--- config.mk ---
export PLATFORM = sky130hd
export DESIGN_NAME = sprite_addr_gen
export DESIGN_NICKNAME = d
export VERILOG_FILES = /design/src/rtl/sprite_pkg.sv /design/src/rtl/sprite_hit_addr.sv /design/src/rtl/sprite_addr_gen.sv
export SDC_FILE = /design/constraint.sdc
export NUM_CORES = 1
export LEC_CHECK = 0
export BUFFER_PORTS_ARGS = -buffer_cell sky130_fd_sc_hd__buf_2
export CORE_MARGIN = 10
export CORE_UTILIZATION = 44
export DETAILED_ROUTE_END_ITERATION = 6
export GPL_TIMING_DRIVEN = 0
export PLACE_DENSITY_LB_ADDON = 0.25
export SLEW_MARGIN = 20
export SYNTH_ARGS = -nofsm -noshare
export SYNTH_HDL_FRONTEND = slang
export SYNTH_SLANG_ARGS = --single-unit
--- constraint.sdc ---
create_clock -name Clk -period 4.92 [get_ports Clk]
set_clock_uncertainty 0.15 [all_clocks]
set_input_delay 0.246 -clock Clk [delete_from_list [all_inputs] [get_ports Clk]]
set_output_delay 0.246 -clock Clk [all_outputs]
set_load 0.05 [all_outputs]
--- src/rtl/sprite_pkg.sv ---
// Shared constants and types for the per-pixel sprite address generator.
//   SPRITE_W / SPRITE_H : standing-sprite dimensions in pixels (ROM is W*H entries)
//   ADDR_W              : sprite ROM address width
//   BLINK_FRAMES        : frames a player blinks after being hurt
//   CNT_W               : blink counter width
//   coord_t             : 10-bit screen coordinate
package sprite_pkg;

    localparam int unsigned SPRITE_W     = 30;
    localparam int unsigned SPRITE_H     = 45;
    localparam int unsigned ADDR_W       = 19;
    localparam int unsigned BLINK_FRAMES = 60;
    localparam int unsigned CNT_W        = 6;

    typedef logic [9:0] coord_t;

endpackage

--- src/rtl/sprite_hit_addr.sv ---
// Per-player hit test, mirroring, ROM address pipeline and blink counter.
// Ports:
//   Clk, Reset_n        pixel clock, asynchronous active-low reset
//   frame_edge          one-cycle pulse at the start of each frame
//   hurt                one-cycle pulse that (re)starts the blink
//   pix_valid           DrawX/DrawY are inside the visible area
//   DrawX, DrawY        current pixel coordinate
//   PX, PY              top-left corner of this player's sprite
//   p_left              player faces left; mirror the sprite horizontally
//   rd_addr, rd_en      ROM address and read enable, 2 cycles after the pixel
module sprite_hit_addr
    import sprite_pkg::*;
#(
    parameter int unsigned SPRITE_W     = sprite_pkg::SPRITE_W,
    parameter int unsigned SPRITE_H     = sprite_pkg::SPRITE_H,
    parameter int unsigned BLINK_FRAMES = sprite_pkg::BLINK_FRAMES
) (
    input  logic              Clk,
    input  logic              Reset_n,
    input  logic              frame_edge,
    input  logic              hurt,
    input  logic              pix_valid,
    input  coord_t            DrawX,
    input  coord_t            DrawY,
    input  coord_t            PX,
    input  coord_t            PY,
    input  logic              p_left,
    output logic [ADDR_W-1:0] rd_addr,
    output logic              rd_en
);

    localparam int unsigned ColW  = $clog2(SPRITE_W);
    localparam int unsigned RowW  = $clog2(SPRITE_H);
    localparam int unsigned ProdW = $clog2(SPRITE_W * SPRITE_H);

    // Blink counter
    logic [CNT_W-1:0] cnt_q;
    logic             visible;

    always_ff @(posedge Clk or negedge Reset_n) begin
        if (!Reset_n) begin
            cnt_q <= '0;
        end else if (hurt) begin
            // Load wins over a coincident frame edge; also restarts an active blink.
            cnt_q <= CNT_W'(BLINK_FRAMES);
        end else if (frame_edge && (cnt_q != '0)) begin
            cnt_q <= cnt_q - CNT_W'(1);
        end
    end

    // Toggles every 4 frames while blinking.
    assign visible = (cnt_q == '0) | cnt_q[2];

    // Stage 1: hit test and mirrored column
    // 11-bit differences: bit 10 set means the pixel is left of / above the sprite.
    logic [10:0]     rel_x;
    logic [10:0]     rel_y;
    logic            in_x;
    logic            in_y;
    logic            hit_c;
    logic [ColW-1:0] col_c;

    assign rel_x = {1'b0, DrawX} - {1'b0, PX};
    assign rel_y = {1'b0, DrawY} - {1'b0, PY};
    assign in_x  = ~rel_x[10] & (rel_x[9:0] < 10'(SPRITE_W));
    assign in_y  = ~rel_y[10] & (rel_y[9:0] < 10'(SPRITE_H));
    assign hit_c = pix_valid & visible & in_x & in_y;
    assign col_c = p_left ? ColW'(SPRITE_W - 1) - rel_x[ColW-1:0] : rel_x[ColW-1:0];

    logic            hit_s1_q;
    logic [ColW-1:0] col_s1_q;
    logic [RowW-1:0] row_s1_q;

    always_ff @(posedge Clk or negedge Reset_n) begin
        if (!Reset_n) begin
            hit_s1_q <= 1'b0;
            col_s1_q <= '0;
            row_s1_q <= '0;
        end else begin
            hit_s1_q <= hit_c;
            col_s1_q <= hit_c ? col_c : '0;
            row_s1_q <= hit_c ? rel_y[RowW-1:0] : '0;
        end
    end

    // Stage 2: row * SPRITE_W + col
    logic [ProdW-1:0] row_base;
    logic [ProdW-1:0] addr_c;

    if (SPRITE_W == 30) begin : gen_mul_shift
        // 30*y = 32*y - 2*y
        assign row_base = (ProdW'(row_s1_q) << 5) - (ProdW'(row_s1_q) << 1);
    end else begin : gen_mul_generic
        assign row_base = ProdW'(row_s1_q) * ProdW'(SPRITE_W);
    end

    assign addr_c = row_base + ProdW'(col_s1_q);

    always_ff @(posedge Clk or negedge Reset_n) begin
        if (!Reset_n) begin
            rd_addr <= '0;
            rd_en   <= 1'b0;
        end else begin
            rd_addr <= hit_s1_q ? ADDR_W'(addr_c) : '0;
            rd_en   <= hit_s1_q;
        end
    end

endmodule

--- src/rtl/sprite_addr_gen.sv ---
// Sprite ROM address generator for two players, upstream of the standing-sprite ROMs.
// Ports:
//   Clk, Reset_n                                pixel clock, asynchronous active-low reset
//   frame_clk                                   frame tick; rising edge starts a new frame
//   pix_valid, DrawX, DrawY                     current pixel and its visibility
//   P1X, P1Y, P2X, P2Y                          sprite top-left corners
//   p1_left, p2_left                            facing left (mirror)
//   hurt_1, hurt_2                              one-cycle pulses starting the blink
//   stand_read_address, stand_read_address_2    ROM addresses (2-cycle latency)
//   is_player, is_player_2                      ROM read enables (2-cycle latency)
//   hit_1_q, hit_2_q                            enables delayed to line up with ROM data
module sprite_addr_gen
    import sprite_pkg::*;
#(
    parameter int unsigned SPRITE_W     = sprite_pkg::SPRITE_W,
    parameter int unsigned SPRITE_H     = sprite_pkg::SPRITE_H,
    parameter int unsigned BLINK_FRAMES = sprite_pkg::BLINK_FRAMES
) (
    input  logic              Clk,
    input  logic              Reset_n,
    input  logic              frame_clk,
    input  logic              pix_valid,
    input  coord_t            DrawX,
    input  coord_t            DrawY,
    input  coord_t            P1X,
    input  coord_t            P1Y,
    input  coord_t            P2X,
    input  coord_t            P2Y,
    input  logic              p1_left,
    input  logic              p2_left,
    input  logic              hurt_1,
    input  logic              hurt_2,
    output logic [ADDR_W-1:0] stand_read_address,
    output logic [ADDR_W-1:0] stand_read_address_2,
    output logic              is_player,
    output logic              is_player_2,
    output logic              hit_1_q,
    output logic              hit_2_q
);

    logic frame_clk_d;
    logic frame_edge;

    assign frame_edge = frame_clk & ~frame_clk_d;

    always_ff @(posedge Clk or negedge Reset_n) begin
        if (!Reset_n) begin
            frame_clk_d <= 1'b0;
            hit_1_q     <= 1'b0;
            hit_2_q     <= 1'b0;
        end else begin
            frame_clk_d <= frame_clk;
            hit_1_q     <= is_player;
            hit_2_q     <= is_player_2;
        end
    end

    sprite_hit_addr #(
        .SPRITE_W     (SPRITE_W),
        .SPRITE_H     (SPRITE_H),
        .BLINK_FRAMES (BLINK_FRAMES)
    ) u_p1 (
        .Clk        (Clk),
        .Reset_n    (Reset_n),
        .frame_edge (frame_edge),
        .hurt       (hurt_1),
        .pix_valid  (pix_valid),
        .DrawX      (DrawX),
        .DrawY      (DrawY),
        .PX         (P1X),
        .PY         (P1Y),
        .p_left     (p1_left),
        .rd_addr    (stand_read_address),
        .rd_en      (is_player)
    );

    sprite_hit_addr #(
        .SPRITE_W     (SPRITE_W),
        .SPRITE_H     (SPRITE_H),
        .BLINK_FRAMES (BLINK_FRAMES)
    ) u_p2 (
        .Clk        (Clk),
        .Reset_n    (Reset_n),
        .frame_edge (frame_edge),
        .hurt       (hurt_2),
        .pix_valid  (pix_valid),
        .DrawX      (DrawX),
        .DrawY      (DrawY),
        .PX         (P2X),
        .PY         (P2Y),
        .p_left     (p2_left),
        .rd_addr    (stand_read_address_2),
        .rd_en      (is_player_2)
    );

endmodule

==> out/results.ini, run 1 <==
[drt]
drt_iter0_drc=293
ant_nets=0
avgViaCountPerCell=5.217
first_pass_iters=7
wl_per_cell_um=14.49
wirelength_um=12420
vias=4471
route.detailed.drc=0

[job]
maxCapViolations=0

[power]
powerDensity_nw_per_um2=255.2
power.leakage_nw=2.996
peakVddDrop_v=0.0001675

[logic_synthesis]
yosys-top-cells-area=dfrtp_1, ha_1, inv_1, xnor2_1, a21oi_1
syn_area_per_cell_um2=8.833
synth_fa_ha_area_share_pct=16.02
post_synth_num_cell_types=63
yosys.area_share.simple_pct=20.03
ys_ff_latch=63
synth-warning-count=0
synth_edf_count=0
yosysTopAreaCell=dfrtp_1
synth_xor_xnor_area_share_pct=5.743
syn_area_um2=5185
synth_flop_cell=dfrtp_1
async_reset_ff_share_pct=100.0
synth_top_area_share_pct=30.41
syn_inst=587
synth_compound_area_share_pct=18.05
synth.area.mux_share_pct=0.3861
synth_top_family_by_area=simple AND/OR/NAND/NOR gates
seq_area_frac_synth_pct=30.41

[setup_path]
rrSetupSlack_ps=2190
crit_fanout=10
r2r-end=u_p1.col_s1_q[3]$_DFF_PN0_
path_class=in -> reg
timing.rr.start=u_p1.cnt_q[0]$_DFFE_PN0P_
cp-end-kind=register
cp.required_ps=4940
cp.arrival_ps=2890
startpoint_type=input port
cp-startpoint=DrawY[0]
reg2reg_depth=9

[global_routing]
grt-ovfl-total=0
track_usage_pct=15.45
grt_antenna_before_repair=0
grt_pass1_wl_um=20910
grt_max_degree=64
first_global_vias=4412

[cts]
clockRootBuffer=clkbuf_16
cts_made_buffers=9
cts_setup_buffers=0
clkSlewWorstSetupHoldPaths_ps=50
cts_tree=built
clk_latency_ps=330
htreeDepth=3
clockBufferDepth=2
cts-resized-gates=0
cts.sinks=63
cts_hold_buffers=4

[floorplanning]
rows=39
die_x_um=128.6
initial_core_util_pct=45.22
io_pins=110
floorplan.die_area_um2=16530
die_h_um=128.6
core-area_um2=11470

[timing]
fmax_ghz=0.3486
setup_tns_ps=0
period_share_pct=58.31
layout_setup_ws_ps=2051
rsz0062_at_grt=no
min_period_ps=2869
setup_viol=0
drv_slew=0
worst_slew_pin_slew_ps=748.7
relSlewSlack_pct=50.08
finalHoldViolCount=0

[placed_design]
place_ws_ps=1722
io_buffers=93
hpwl_um=10280
place_congestion=0.8597

[finish]
final_common_cell=buf_2
num_antenna_cells=0
multi_input_area_um2=3183
final_cell_mix=buf_2, inv_1, dfrtp_1
layout-drive-gt1-share_pct=19.75
register_area_um2=1577
nNetsFinal=842
synthToLayoutAreaGrowth_pct=20.10
num-fill-cells=1082
fin_util_pct=54.30

[worst_hold_path]
hp-class=in -> reg
holdCritStartpoint=p2_left
worstHoldEndpoint=u_p2.col_s1_q[2]$_DFF_PN0_
min_delay_path_depth=4

[outcome]
outcome=finished, final reports clean

[worst max-delay path by stage]
stage | end | slack (ps) | cells past startpoint
floorplan | u_p1.col_s1_q[0]$_DFF_PN0_ | 2120 | 11
global placement | u_p1.col_s1_q[0]$_DFF_PN0_ | 1760 | 12
detailed placement | u_p1.col_s1_q[3]$_DFF_PN0_ | 1720 | 12
CTS | u_p1.col_s1_q[3]$_DFF_PN0_ | 2060 | 12
global route | u_p2.col_s1_q[0]$_DFF_PN0_ | 1810 | 12
finish | u_p2.col_s1_q[0]$_DFF_PN0_ | 2050 | 12
[per-stage QoR]
stage	total power [mW]	area (um^2)	instances	hold WS, ps
detailed placement	0.9627	5888	838	210.8
global route	1.689	6227	857	111.6
finish	1.589	6227	857	75.24
global placement	0.9529	5886	838	209.3
CTS	1.605	6227	857	65.13
floorplan	0.8536	5241	602	-199.6
[where the power goes]
group / switching (mW) / internal (mW) / leakage, nW
registers: 0.00431 / 0.524 / 0.835
clock network: 0.212 / 0.415 / 0.145
logic: 0.262 / 0.172 / 2.02
[synth_stat cells (6+ instances only)]
master and instances:
a211oi_1 6, a21o_1 8, a21oi_1 39, buf_4 16
clkbuf_1 7, dfrtp_1 63, ha_1 60, inv_1 81
nand2_1 19, nand2b_1 13, nand3_1 12, nand4_1 6
nor2_1 24, nor2b_1 10, nor3_1 23, nor3b_1 6
nor4_1 18, nor4_2 8, o2111ai_1 6, o21a_1 14
o21ai_0 22, or3_1 8, xnor2_1 23, xor2_1 11
[flip-flops by register name, indices dropped and copies added, names as in the netlist, 5 cells and up]
register       count
u_p1.cnt_q         6
u_p1.col_s1_q      5
u_p1.rd_addr      11
u_p1.row_s1_q      6
u_p2.cnt_q         6
u_p2.col_s1_q      5
u_p2.rd_addr      11
u_p2.row_s1_q      6
[kinds of logic (layout without fill, tap and decap cells)]
logic type	Yosys count	in the layout
AND/OR/NAND/NOR	174	174
AO/OA/AOI/OAI	139	139
buffers and inverters	110	222
adder cells (fa/ha/maj)	64	64
flip-flops	63	63
XOR/XNOR	34	34
multiplexers	2	2
other	1	16
[per-layer routing]
metal  share of wire (%)  track usage (%)  vias to the layer above
li1                    -                -                     2318
met1                  47            20.84                     2008
met2                  45            23.57                      137
met3                 7.0            4.148                        8
met4                 1.3            4.912                        0
met5                   0                0                        -
[cell type report]
cell class,count,area share (%)
buffer,27,2.733
sequential,63,25.32
timing repair buffer,97,8.158
clock buffer,12,4.119
inverter,83,5.003
tap,143,2.873
multi-input combinational,429,51.12
clock inverter,3,0.6831
[critical path: stages]
cell and delay, ps:
buf_2 110, inv_1 80, ha_1 170, inv_1 50, fa_1 400, a211oi_1 300, o31ai_1 180, xnor2_1 180
o2111a_1 200, o2111ai_1 210, clkbuf_1 280, nor4_1 480
(Power assumes the default switching activity.)
==> run 2, diff against run 1 <==
==> constraint.sdc (replaced) <==
create_clock -name Clk -period 2.5 [get_ports Clk]
set_clock_uncertainty 0.15 [all_clocks]
set_input_delay 0.125 -clock Clk [delete_from_list [all_inputs] [get_ports Clk]]
set_output_delay 0.125 -clock Clk [all_outputs]
set_load 0.05 [all_outputs]
==> out/results.ini, run 2 (synthesis gave the netlist of run 1 again) <==
[setup_path]
cp-end-kind=register
rrSetupSlack_ps=-80  ; -2270 ps
crit_family=simple AND/OR/NAND/NOR gates
path_class=reg -> reg
worst_path_largest_cell_delay_ps=440  ; -40 ps
startpoint_type=register
path_cells=inv_2 -> ha_4 -> nor4b_4 -> o22ai_1 -> or4_1 -> a211oi_2 -> o2111ai_4 -> buf_6 -> nor4_2
cp.required_ps=2580  ; -2360 ps
cp.arrival_ps=2660  ; -230 ps
critPathSlowestCell=or4_1
crit_fanout=5  ; -5
crit_buf_inv=2  ; -2

[power]
powerDensity_nw_per_um2=484.6  ; +90%
power.leakage_nw=3.113  ; +3.9%
peakVddDrop_v=0.0003422  ; +100%

[floorplanning]
die_h_um=128.6  ; unchanged
floorplan.die_area_um2=16530  ; unchanged
die_x_um=128.6  ; unchanged
io_pins=110  ; unchanged
initial_core_util_pct=45.22  ; unchanged
core-area_um2=11470  ; unchanged
rows=39  ; unchanged

[timing]
finalHoldViolCount=0  ; unchanged
setup_viol=7  ; +7
layout_setup_ws_ps=-81.04  ; -2132 ps
drv_slew=0  ; unchanged
relSlewSlack_pct=49.28  ; -0.81 points
worst_slew_pin_slew_ps=760.8  ; +12.09 ps
period_share_pct=103.2
fmax_ghz=0.3874
rsz0062_at_grt=yes
min_period_ps=2581

[placed_design]
hpwl_um=10440  ; +1.5%
io_buffers=93  ; unchanged
place_congestion=0.8653  ; +0.65%
placed_area_um2=5916  ; +0.47%

[worst_hold_path]
hp-class=in -> reg

[finish]
final_area_um2=6546  ; +5.1%
final_cell_mix=buf_2, inv_1, dfrtp_1
num_antenna_cells=0  ; unchanged
synthToLayoutAreaGrowth_pct=26.25
largestRegisters=u_p1.rd_addr (11), u_p2.rd_addr (11)
layout-drive-gt1-share_pct=24.59  ; +4.8 points
nNetsFinal=855  ; +1.5%
final_common_cell=buf_2
fin_util_pct=57.09  ; +2.8 points

[global_routing]
first_global_vias=4630  ; +4.9%
grt-ovfl-total=0  ; unchanged
grt_max_degree=64  ; unchanged
track_usage_pct=15.81  ; +0.36 points
grt_pass1_wl_um=21530  ; +2.9%
grt_antenna_before_repair=0  ; unchanged

[outcome]
outcome=finished, violations left
violations=negative setup slack

[cts]
cts_made_buffers=9  ; unchanged
htreeDepth=3  ; unchanged
clk_latency_ps=330  ; about the same
clockBufferDepth=2  ; unchanged
cts.sinks=63  ; unchanged
clockRootBuffer=clkbuf_16
cts_tree=built
clkSlewWorstSetupHoldPaths_ps=50  ; about the same

[drt]
wirelength_um=13320  ; +7.3%
wl_per_cell_um=15.29  ; +5.5%
ant_nets=0  ; unchanged
drt_iter0_drc=317  ; +8.2%
vias=4635  ; +3.7%
route.detailed.drc=0  ; unchanged
avgViaCountPerCell=5.321  ; +2.0%
first_pass_iters=4  ; -3

[job]
maxCapViolations=0  ; unchanged

[run 2: cell count changes in the layout (fill, tap and decap cells not counted), sizes merged]
| cell | before | now |
|---|---|---|
| clkbuf | 19 | 15 |
| bufinv | 1 | 0 |
| buf | 113 | 125 |
| clkinv | 3 | 4 |
| clkinvlp | 1 | 3 |
| dlygate4sd3 | 4 | 8 |
[run 2: layout make-up]
class                           count  area (um^2)
Clock buffer                       11        252.7
Buffer                             27        190.2
Clock inverter                      5        32.53
Fill cell                        1007         4921
Multi-Input combinational cell    429         3372
Tap cell                          143        178.9
Timing Repair Buffer              110        619.3
Inverter                           83        324.1
Sequential cell                    63         1577
[run 2: repair_timing]
item	in CTS	in global routing
pin swaps	8	11
setup buffers	4	3
setup endpoints to repair	18	24
endpoints found under the hold margin	80	0
hold buffers	8	0
gates resized for setup	12	39
cloned	1	1
[run 2: power breakdown]
| part | switching, mW | internal, mW |
|---|---|---|
| sequential | 0.00889 | 1.03 |
| combinational | 0.576 | 0.380 |
| clock | 0.456 | 0.720 |
[run 2: routing by layer]
metal  routed length (um)  vias to the layer above  share of wire [%]  track usage (%)
met5                    0                        -                  0                0
met4                  214                        0                1.6            4.781
met3                  884                       17                6.6            4.887
met2                 6108                      137                 46            25.19
met1                 6113                     2140                 46            20.14
li1                     -                     2341                  -                -
[run 2: worst paths after layout]
| path | from | endpoint | cells past startpoint |
|---|---|---|---|
| setup / recovery | u_p1.cnt_q[0]$_DFFE_PN0P_ | u_p1.row_s1_q[0]$_DFF_PN0_ | 9 |
| max in group asynchronous | Reset_n | frame_clk_d$_DFF_PN0_ | 2 |
| hold / removal | P2X[0] | u_p2.col_s1_q[0]$_DFF_PN0_ | 4 |
| min in group asynchronous | Reset_n | u_p2.rd_addr[6]$_DFF_PN0_ | 2 |
| hold reg to reg | u_p2.rd_en$_DFF_PN0_ | hit_2_q$_DFF_PN0_ | 0 |
| setup reg to reg | u_p1.cnt_q[0]$_DFFE_PN0P_ | u_p1.row_s1_q[0]$_DFF_PN0_ | 9 |
[run 2: per-stage QoR]
step | hold WS [ps] | cells | worst slack (ps) | setup TNS, ps | power [mW]
2_1_floorplan | -320.6 | 602 | 2.652 | 0 | 1.683
3_3_place_gp | 101.0 | 838 | -507.1 | -6857 | 1.878
3_5_place_dp | 100.5 | 838 | -517.5 | -7595 | 1.903
4_1_cts | 152.3 | 867 | -1.807 | -1.807 | 3.115
5_1_grt | 185.4 | 871 | -187.4 | -1671 | 3.353
6_report | 163.7 | 871 | -81.04 | -301.5 | 3.172
[run 2: worst register-to-register path: cells and delay by family (launching register included)]
kind                     cells  cell delay, ps
flip-flops                   1             390
adder cells (fa/ha/maj)      1             130
AO/OA/AOI/OAI                3             670
AND/OR/NAND/NOR              3             870
buffers and inverters        2             290
